==> config.mk <==
export PLATFORM = sky130hd
export DESIGN_NAME = scan_ctrl
export DESIGN_NICKNAME = d
export VERILOG_FILES = /design/src/rtl/scan_ctrl_pkg.sv /design/src/rtl/scan_ctrl_cnt.sv /design/src/rtl/scan_ctrl.sv
export SDC_FILE = /design/constraint.sdc
export NUM_CORES = 1
export LEC_CHECK = 0
export ABC_AREA = 1
export CAP_MARGIN = 20
export CELL_PAD_IN_SITES_DETAIL_PLACEMENT = 1
export CELL_PAD_IN_SITES_GLOBAL_PLACEMENT = 2
export CORE_ASPECT_RATIO = 1.2
export CORE_MARGIN = 4
export CORE_UTILIZATION = 32
export DETAILED_ROUTE_END_ITERATION = 10
export GPL_TIMING_DRIVEN = 0
export PLACE_DENSITY_LB_ADDON = 0.1
export SYNTH_ARGS = -nofsm -noshare
export SYNTH_HDL_FRONTEND = slang
export SYNTH_HIERARCHICAL = 1
export SYNTH_SLANG_ARGS = --single-unit
==> constraint.sdc <==
create_clock -name clk -period 3.55 [get_ports clk]
set_clock_uncertainty 0.2 [all_clocks]
set_input_delay 0.5325 -clock clk [delete_from_list [all_inputs] [get_ports clk]]
set_output_delay 0.5325 -clock clk [all_outputs]
set_load 0.01 [all_outputs]
==> src/rtl/scan_ctrl_pkg.sv <==
// scan_ctrl_pkg: shared state encoding and limits for the scan chain controller.
package scan_ctrl_pkg;
  typedef enum logic [2:0] {IDLE, LOAD, CAPTURE, UNLOAD, DONE} state_t;
  localparam int CAP_MAX = 15;
endpackage

==> src/rtl/scan_ctrl_cnt.sv <==
// scan_ctrl_cnt: clearable up-counter that stops at a programmable terminal value.
module scan_ctrl_cnt #(
  parameter int W = 4
) (
  input  logic         clk,
  input  logic         rst_n,
  input  logic         clr,
  input  logic         en,
  input  logic [W-1:0] last,
  output logic         tc
);
  logic [W-1:0] cnt;
  assign tc = cnt == last;
  always_ff @(posedge clk or negedge rst_n)
    if (!rst_n) cnt <= '0;
    else if (clr) cnt <= '0;
    else if (en && !tc) cnt <= cnt + 1'b1;
endmodule

==> src/rtl/scan_ctrl.sv <==
// scan_ctrl: loads a pattern into a scan chain, pulses capture, unloads the response.
// Optional response compare enabled by defining SCAN_CTRL_COMPARE_EN.
module scan_ctrl
  import scan_ctrl_pkg::*;
#(
  parameter int CHAIN_LEN  = 8,
  parameter int CAP_CYCLES = 1
) (
  input  logic                 clk,
  input  logic                 rst_n,
  input  logic                 start,
  input  logic [CHAIN_LEN-1:0] pattern,
  input  logic                 scan_out,
`ifdef SCAN_CTRL_COMPARE_EN
  input  logic [CHAIN_LEN-1:0] expected,
  output logic                 mismatch,
`endif
  output logic                 scan_en,
  output logic                 scan_in,
  output logic                 busy,
  output logic                 done,
  output logic [CHAIN_LEN-1:0] response
);
  localparam int CAP = CAP_CYCLES > CAP_MAX ? CAP_MAX : CAP_CYCLES;
  // wide enough to count either the shift phases or the capture phase
  localparam int WL = $clog2(CHAIN_LEN + 1);
  localparam int WC = $clog2(CAP + 1);
  localparam int W = WL > WC ? WL : WC;
  localparam logic [W-1:0] LEN_LAST = W'(CHAIN_LEN - 1);
  localparam logic [W-1:0] CAP_LAST = W'(CAP - 1);
  state_t state, nxt;
  logic [CHAIN_LEN-1:0] sr;
  logic [CHAIN_LEN:0] shifted;
  logic [W-1:0] last;
  logic tc, clr, en, accept;
  assign scan_in = sr[CHAIN_LEN-1];
  always_comb begin
    accept = state == IDLE && start;
    last = state == CAPTURE ? CAP_LAST : LEN_LAST;
    nxt = state == IDLE ? (start ? LOAD : IDLE) :
          state == LOAD ? (tc ? CAPTURE : LOAD) :
          state == CAPTURE ? (tc ? UNLOAD : CAPTURE) :
          state == UNLOAD ? (tc ? DONE : UNLOAD) : IDLE;
    clr = nxt != state;
    en = state inside {LOAD, CAPTURE, UNLOAD};
    shifted = {response, scan_out};
  end
  scan_ctrl_cnt #(.W(W)) u_cnt (
    .clk  (clk),
    .rst_n(rst_n),
    .clr  (clr),
    .en   (en),
    .last (last),
    .tc   (tc)
  );
  always_ff @(posedge clk or negedge rst_n)
    if (!rst_n) begin
      state    <= IDLE;
      sr       <= '0;
      response <= '0;
      scan_en  <= 1'b0;
      busy     <= 1'b0;
      done     <= 1'b0;
    end else begin
      state   <= nxt;
      scan_en <= nxt == LOAD || nxt == UNLOAD;
      busy    <= nxt != IDLE;
      done    <= nxt == DONE;
      if (accept) sr <= pattern;
      else if (state == LOAD) sr <= sr << 1;
      if (state == UNLOAD) response <= shifted[CHAIN_LEN-1:0];
    end
`ifdef SCAN_CTRL_COMPARE_EN
  logic [CHAIN_LEN-1:0] exp_r;
  always_ff @(posedge clk or negedge rst_n)
    if (!rst_n) begin
      exp_r    <= '0;
      mismatch <= 1'b0;
    end else if (accept) begin
      exp_r    <= expected;
      mismatch <= 1'b0;
    end else if (state == UNLOAD && tc) mismatch <= shifted[CHAIN_LEN-1:0] != exp_r;
`endif
endmodule

==> summary.txt, run 1 <==
Pwr
  – Clock network fraction of design power: 17.8%
  – Total power: 1.40 mW
  – Internal power: 842 µW
  – Sw frac: 39.7%
  – Gate power share: 47.4%
  – Worst vdd ir: 0.293 mV
  – Reg power frac: 34.8%
  – NetSw: 554 µW
  – PwrDens: 806 nW/µm²
  – Leak: 0.931 nW

STA
  – Min Hold Slack: 290 ps
  – Setup_tns: 0 ps
  – Rel. slew slack: 61.9%
  – Final worst slack: 1040 ps
  – Max-slew violations: 0
  – # setup viols final: 0
  – Actual slew at the worst max-slew pin: 569 ps
  – Fmax: 398 MHz
  – RSZ-0062 raised after global routing: no
  – Period utilization: 70.8%
  – Post-route minimum period: 2510 ps
  – Hold Violations, Final: 0

GRT
  – Initial antenna violation count: 0
  – Number of global-route vias before repair: 1,198
  – First-pass GRT wire length: 5.44 mm
  – Largest net degree at the start of global routing: 18
  – Gr ovfl total: 0
  – Gr usage total: 13.4%

Place
  – Placed inst area: 1660 µm²
  – Routability cong.: 0.738
  – Placed cells: 250
  – PortBufs: 23
  – Post-DP HPWL: 2.35 mm
  – Post-place setup slack: 1030 ps

Status
  – Status: finished clean

Critical path
  – CP Capture Type: register
  – CP Data Arrival Time: 2530 ps
  – Crit Path Max Fanout: 8
  – Worst-case reg-to-reg path depth: 16
  – Startpoint Class: register
  – Required time worst endpoint: 3560 ps
  – WS Path Type: reg2reg

Routing
  – Final ANT Viol Nets: 0
  – 1st-iter DRT viols: 41
  – Via-to-Cell Ratio: 4.54
  – Wire per inst: 11.8 µm
  – DR pass1 iterations: 3
  – WL final: 3.01 mm
  – Post-route DRC: 0
  – Via count: 1,154

Hold path
  – Hold path depth: 2
  – Worst min path class: reg2reg

Synth
  – Syn Inst Count: 171
  – FF+latch count, synth: 26
  – Mapped cell area: 1330 µm²
  – Yosys top cell area share: 48.9%
  – Distinct cells, synth: 24
  – Synth area leader: dfrtp_1
  – Sequential-to-total area share from yosys stat: 48.9%
  – Dominant cells by area after synthesis: dfrtp_1, nand2_1, inv_1
  – Mean Syn Cell Area: 7.79 µm²
  – Yosys warnings: 6

Layout
  – Final Util: 43.6%
  – Fill count: 504
  – Share of cells above drive strength 1: 8.50%
  – Area Growth Syn to Fin: 30.1%
  – Non-Filler Instances: 254
  – Antenna diodes: 0
  – Final Instance Area: 1730 µm²
  – Nets@finish: 214

Floorplan
  – Starting Density: 33.5%
  – Ports: 24
  – Die width: 66.9 µm
  – Core area: 3970 µm²
  – Placement row count: 25
  – Die height: 78.7 µm
  – Die Area: 5260 µm²

Clock network
  – Count of cells resized by post-cts repair: 0
  – CTS Hold Buffers Added: 0
  – Clk buf depth: 2
  – Clk slew on worst S/H paths: 90 ps
  – CTS Buf Count: 3
  – Max H-tree Level: 1
  – Clk_lat worst skew: 270 ps
  – Clock sink total: 26
  – CTS tree: built
  – Root buffer cell: clkbuf_8
  – Setup Fix Bufs, Post-CTS: 0

Flow run
  – Number of max-cap violations: 0
state kept, by name (all words and copies together), names as in the netlist:
| name | flops |
|---|---|
| sr | 8 |
| done | 1 |
| busy | 1 |
| u_cnt/cnt | 4 |
| state | 3 |
| scan_en | 1 |
| response | 8 |
final timing paths:
| check | slack [ps] | startpoint | to |
|---|---|---|---|
| setup / recovery | 1040 | state[0]$_DFF_PN0_ | u_cnt/cnt[2]$_DFFE_PN0P_ |
| hold / removal | 290 | sr[1]$_DFFE_PN0P_ | sr[1]$_DFFE_PN0P_ |
| setup reg to reg | 1040 | state[0]$_DFF_PN0_ | u_cnt/cnt[2]$_DFFE_PN0P_ |
| hold reg to reg | 290 | sr[1]$_DFFE_PN0P_ | sr[1]$_DFFE_PN0P_ |
| max in group asynchronous | 2250 | rst_n | state[1]$_DFF_PN0_ |
| min in group asynchronous | 420 | rst_n | u_cnt/cnt[3]$_DFFE_PN0P_ |
power groups by stage:
stage | logic (mW) | clock network, mW | registers [mW]
2_1_floorplan | 0.422 | 0 | 0.504
3_3_place_gp | 0.646 | 0 | 0.490
3_5_place_dp | 0.678 | 0 | 0.496
4_1_cts | 0.682 | 0.259 | 0.489
5_1_grt | 0.760 | 0.276 | 0.506
6_report | 0.662 | 0.248 | 0.486
synth_stat cells, drive strengths merged:
cell type	number
dfrtp	26
o21ai	5
o211ai	1
a21oi	6
nor2	13
ha	1
buf	3
nand4	5
nand2	58
xor2	1
nor3	1
nand3	15
inv	34
o22ai	1
conb	1
cell type report:
cell class	instances	area [µm²]	share of cell area, %
Tap cell	54	67.6	3.90
Multi-Input combinational cell	109	527	30.4
Inverter	34	128	7.37
Buffer	3	30.0	1.73
Sequential cell	26	651	37.6
Clock buffer	3	41.3	2.38
Timing Repair Buffer	24	258	14.9
Clock inverter	1	30.0	1.73
placed cells by master, fill, tap and decap left out:
cell type         n
ha_1              1
o21ai_1           4
nor2_4            1
xor2_1            1
clkdlybuf4s50_1  23
nand2_2           2
buf_4             1
nand2_4           1
nor2_1           11
buf_16            1
o22ai_1           1
bufinv_16         1
conb_1            2
nand4_1           5
o21ai_4           1
dfrtp_1          26
buf_6             2
nor2_2            1
o211ai_1          1
nand3_2           1
nand3_1          13
nand3_4           1
inv_1            33
nand2_1          55
nor3_1            1
inv_2             1
a21oi_1           6
clkbuf_8          3
logic make-up (layout without fill, tap and decap cells):
family | count (synthesis) | after routing | synth area share, %
fa+ha+maj | 1 | 1 | 0.940
other cells | 1 | 2 | 0.282
xor+xnor | 1 | 1 | 0.658
compound gates | 13 | 13 | 6.02
flops | 26 | 26 | 48.9
simple gates | 92 | 92 | 31.4
buf+inv | 37 | 65 | 11.8
worst max-delay path: stages (launching register included):
cell,delay (ps)
dfrtp_1,370
buf_4,170
inv_1,120
nand3_1,200
nand2_1,130
nand2_1,50
nor2_1,120
nand2_2,130
inv_1,150
a21oi_1,100
nand2_1,150
nand2_2,70
nand2_1,60
nand2_1,40
inv_1,180
nand4_1,130
nand2_1,90
metal layers:
layer / GRT usage, % / vias up / routed length (µm)
met4: 4.26 / 0 / 32
met5: 0 / - / 0
met1: 15.5 / 559 / 1230
met3: 2.00 / 4 / 91
li1: - / 576 / -
met2: 24.5 / 15 / 1650
Note: power is estimated with default switching activity, not from simulation.
==> run 2: changes to the inputs <==
--- a/config.mk
+++ b/config.mk
@@ -11,7 +11,7 @@
 export CELL_PAD_IN_SITES_GLOBAL_PLACEMENT = 2
 export CORE_ASPECT_RATIO = 1.2
 export CORE_MARGIN = 4
-export CORE_UTILIZATION = 32
+export CORE_UTILIZATION = 29
 export DETAILED_ROUTE_END_ITERATION = 10
 export GPL_TIMING_DRIVEN = 0
 export PLACE_DENSITY_LB_ADDON = 0.1
==> constraint.sdc (replaced) <==
create_clock -name clk -period 2.34 [get_ports clk]
set_clock_uncertainty 0.2 [all_clocks]
set_input_delay 0.351 -clock clk [delete_from_list [all_inputs] [get_ports clk]]
set_output_delay 0.351 -clock clk [all_outputs]
set_load 0.01 [all_outputs]
==> run 2 against run 1 <==
Against the previous run:
- total power rose by 54%
- register-to-register slack worse by 820 ps
- hold slack worse by 41 ps
- first-iteration DRC count increased by 4.9%
- design area is 3.0% higher
- flip-flop and latch count unchanged
- non-clock buffer count rose by 3
- largest cell class unchanged
==> summary.txt, run 2 (synthesis results as in run 1) <==
Status
  – Status: finished clean

Routing
  – Via-to-Cell Ratio: 4.43 (-2.4%)
  – Final ANT Viol Nets: 0 (unchanged)
  – Via count: 1,148 (-0.52%)
  – 1st-iter DRT viols: 43 (+4.9%)
  – Post-route DRC: 0 (unchanged)
  – DR pass1 iterations: 4 (+1)
  – WL final: 2.93 mm (-2.5%)
  – Wire per inst: 11.3 µm (-4.4%)

STA
  – Period utilization: 90.8% (+20 points)
  – Min Hold Slack: 249 ps (-41.1 ps)
  – Fmax: 471 MHz (+18%)
  – Rel. slew slack: 59.5% (-2.4 points)
  – # setup viols final: 0 (unchanged)
  – Max-slew violations: 0 (unchanged)
  – RSZ-0062 raised after global routing: no
  – Post-route minimum period: 2120 ps (-387 ps)
  – Setup_tns: 0 ps (unchanged)
  – Actual slew at the worst max-slew pin: 606 ps (+36.4 ps)
  – Final worst slack: 215 ps (-823 ps)
  – Hold Violations, Final: 0 (unchanged)

Layout
  – Nets@finish: 217 (+1.4%)
  – Non-Filler Instances: 259 (+2.0%)
  – Final Util: 40.9% (-2.7 points)
  – Commonest non-fill, non-tap cells in the layout: nand2_1, inv_1, dfrtp_1
  – Fill count: 534 (+6.0%)
  – Final Instance Area: 1780 µm² (+3.0%)
  – Most common cell after layout, fill and taps aside: nand2_1
  – Area Growth Syn to Fin: 33.9%
  – Antenna diodes: 0 (unchanged)
  – Largest regs: response: 8 flops, sr: 8 flops, u_cnt/cnt: 4 flops
  – Share of cells above drive strength 1: 13.8% (+5.3 points)

Clock network
  – CTS Buf Count: 3 (unchanged)
  – Clk slew on worst S/H paths: 90 ps (about the same)
  – Clock sink total: 26 (unchanged)
  – CTS Hold Buffers Added: 0 (unchanged)
  – Clk_lat worst skew: 270 ps (about the same)
  – CTS tree: built
  – Max H-tree Level: 1 (unchanged)
  – Clk buf depth: 2 (unchanged)
  – Root buffer cell: clkbuf_8

GRT
  – Initial antenna violation count: 0 (unchanged)
  – Gr ovfl total: 0 (unchanged)
  – First-pass GRT wire length: 5.27 mm (-3.2%)
  – Number of global-route vias before repair: 1,160 (-3.2%)
  – Largest net degree at the start of global routing: 17 (-1)
  – Gr usage total: 11.3% (-2.0 points)

Pwr
  – PwrDens: 1210 nW/µm² (+50%)
  – Worst vdd ir: 0.437 mV (+49%)
  – Internal power: 1.30 mW (+54%)
  – Sw frac: 39.8% (+0.099 points)
  – NetSw: 857 µW (+55%)
  – Clock network fraction of design power: 17.5% (-0.3 points)
  – Leak: 0.943 nW (+1.3%)
  – Total power: 2.15 mW (+54%)
  – Reg power frac: 34.5% (-0.3 points)
  – Gate power share: 47.9% (+0.5 points)

Critical path
  – CP Capture Type: register
  – Crit path from: state[2]$_DFF_PN0_
  – Required time worst endpoint: 2310 ps (-1250 ps)
  – R2r startpoint: state[2]$_DFF_PN0_
  – R2R Setup Slk: 220 ps (-820 ps)
  – CP Data Arrival Time: 2100 ps (-430 ps)
  – Crit Path Max Fanout: 8 (unchanged)
  – R2R Path End: u_cnt/cnt[3]$_DFFE_PN0P_
  – Worst-case reg-to-reg path depth: 16 (unchanged)
  – WS Path Type: reg2reg
  – Startpoint Class: register

Floorplan
  – Core area: 4360 µm² (+9.7%)
  – Placement row count: 26 (+4.0%)
  – Starting Density: 30.5% (-3.0 points)
  – Die height: 82.2 µm (+4.5%)
  – Die Area: 5740 µm² (+9.2%)
  – Ports: 24 (unchanged)
  – Die width: 69.9 µm (+4.4%)

Place
  – Post-place setup slack: -188 ps (-1220 ps)
  – Placed inst area: 1660 µm² (+0.15%)
  – Routability cong.: 0.766 (+3.7%)
  – Post-DP HPWL: 2.25 mm (-4.1%)
  – PortBufs: 23 (unchanged)
  – Placed cells: 252 (+0.80%)

Flow run
  – Number of max-cap violations: 0 (unchanged)

Hold path
  – Worst min path class: in2async
-- run 2: worst max-delay path: stages, from the launching register on --
cell and delay, ps:
dfrtp_2 480, inv_2 120, nand3_4 110, nand2_1 90, nand2_1 50, nor2_1 120, nand2_2 90, inv_2 90
nor2_1 50, nor2_1 120, nand2_2 90, nand2_2 70, nand2_1 50, nand2_1 70, inv_2 80, nand4_1 100
nand2_1 50
-- run 2: what timing repair did --
item,CTS,global route
buffers inserted,0,3
pin swaps,0,2
resized for setup,5,6
endpoints found under the setup margin,4,4
-- run 2: cell type report --
| class | instances | area (µm²) | area share [%] |
|---|---|---|---|
| plain buffers | 3 | 33.8 | 1.89 |
| clock buffers | 3 | 41.3 | 2.32 |
| clock inverters | 1 | 30.0 | 1.68 |
| inverters | 34 | 130 | 7.30 |
| multi-input cells | 109 | 546 | 30.6 |
| flip-flops and latches | 26 | 652 | 36.6 |
| well taps | 56 | 70.1 | 3.93 |
| repair buffers | 27 | 280 | 15.7 |
-- run 2: metal layers --
metal	track usage, %	part of all wire, %	vias up
li1	-	-	584
met1	13.2	42	548
met2	20.6	54	14
met3	2.91	3.0	2
met4	3.45	0.85	0
met5	0	0	-
-- run 2: worst max path at each step --
stage,to
floorplan,u_cnt/cnt[3]$_DFFE_PN0P_
global placement,u_cnt/cnt[3]$_DFFE_PN0P_
detailed placement,u_cnt/cnt[2]$_DFFE_PN0P_
CTS,u_cnt/cnt[0]$_DFFE_PN0P_
global route,u_cnt/cnt[3]$_DFFE_PN0P_
finish,u_cnt/cnt[3]$_DFFE_PN0P_
-- run 2: power by group through the flow --
stage / Combinational (mW) / Clock [mW] / Sequential [mW]
after global placement: 0.988 / 0 / 0.744
after CTS: 1.04 / 0.393 / 0.742
after floorplan: 0.641 / 0 / 0.765
final: 1.03 / 0.378 / 0.743
after detailed placement: 1.02 / 0 / 0.751
after global routing: 1.19 / 0.411 / 0.771
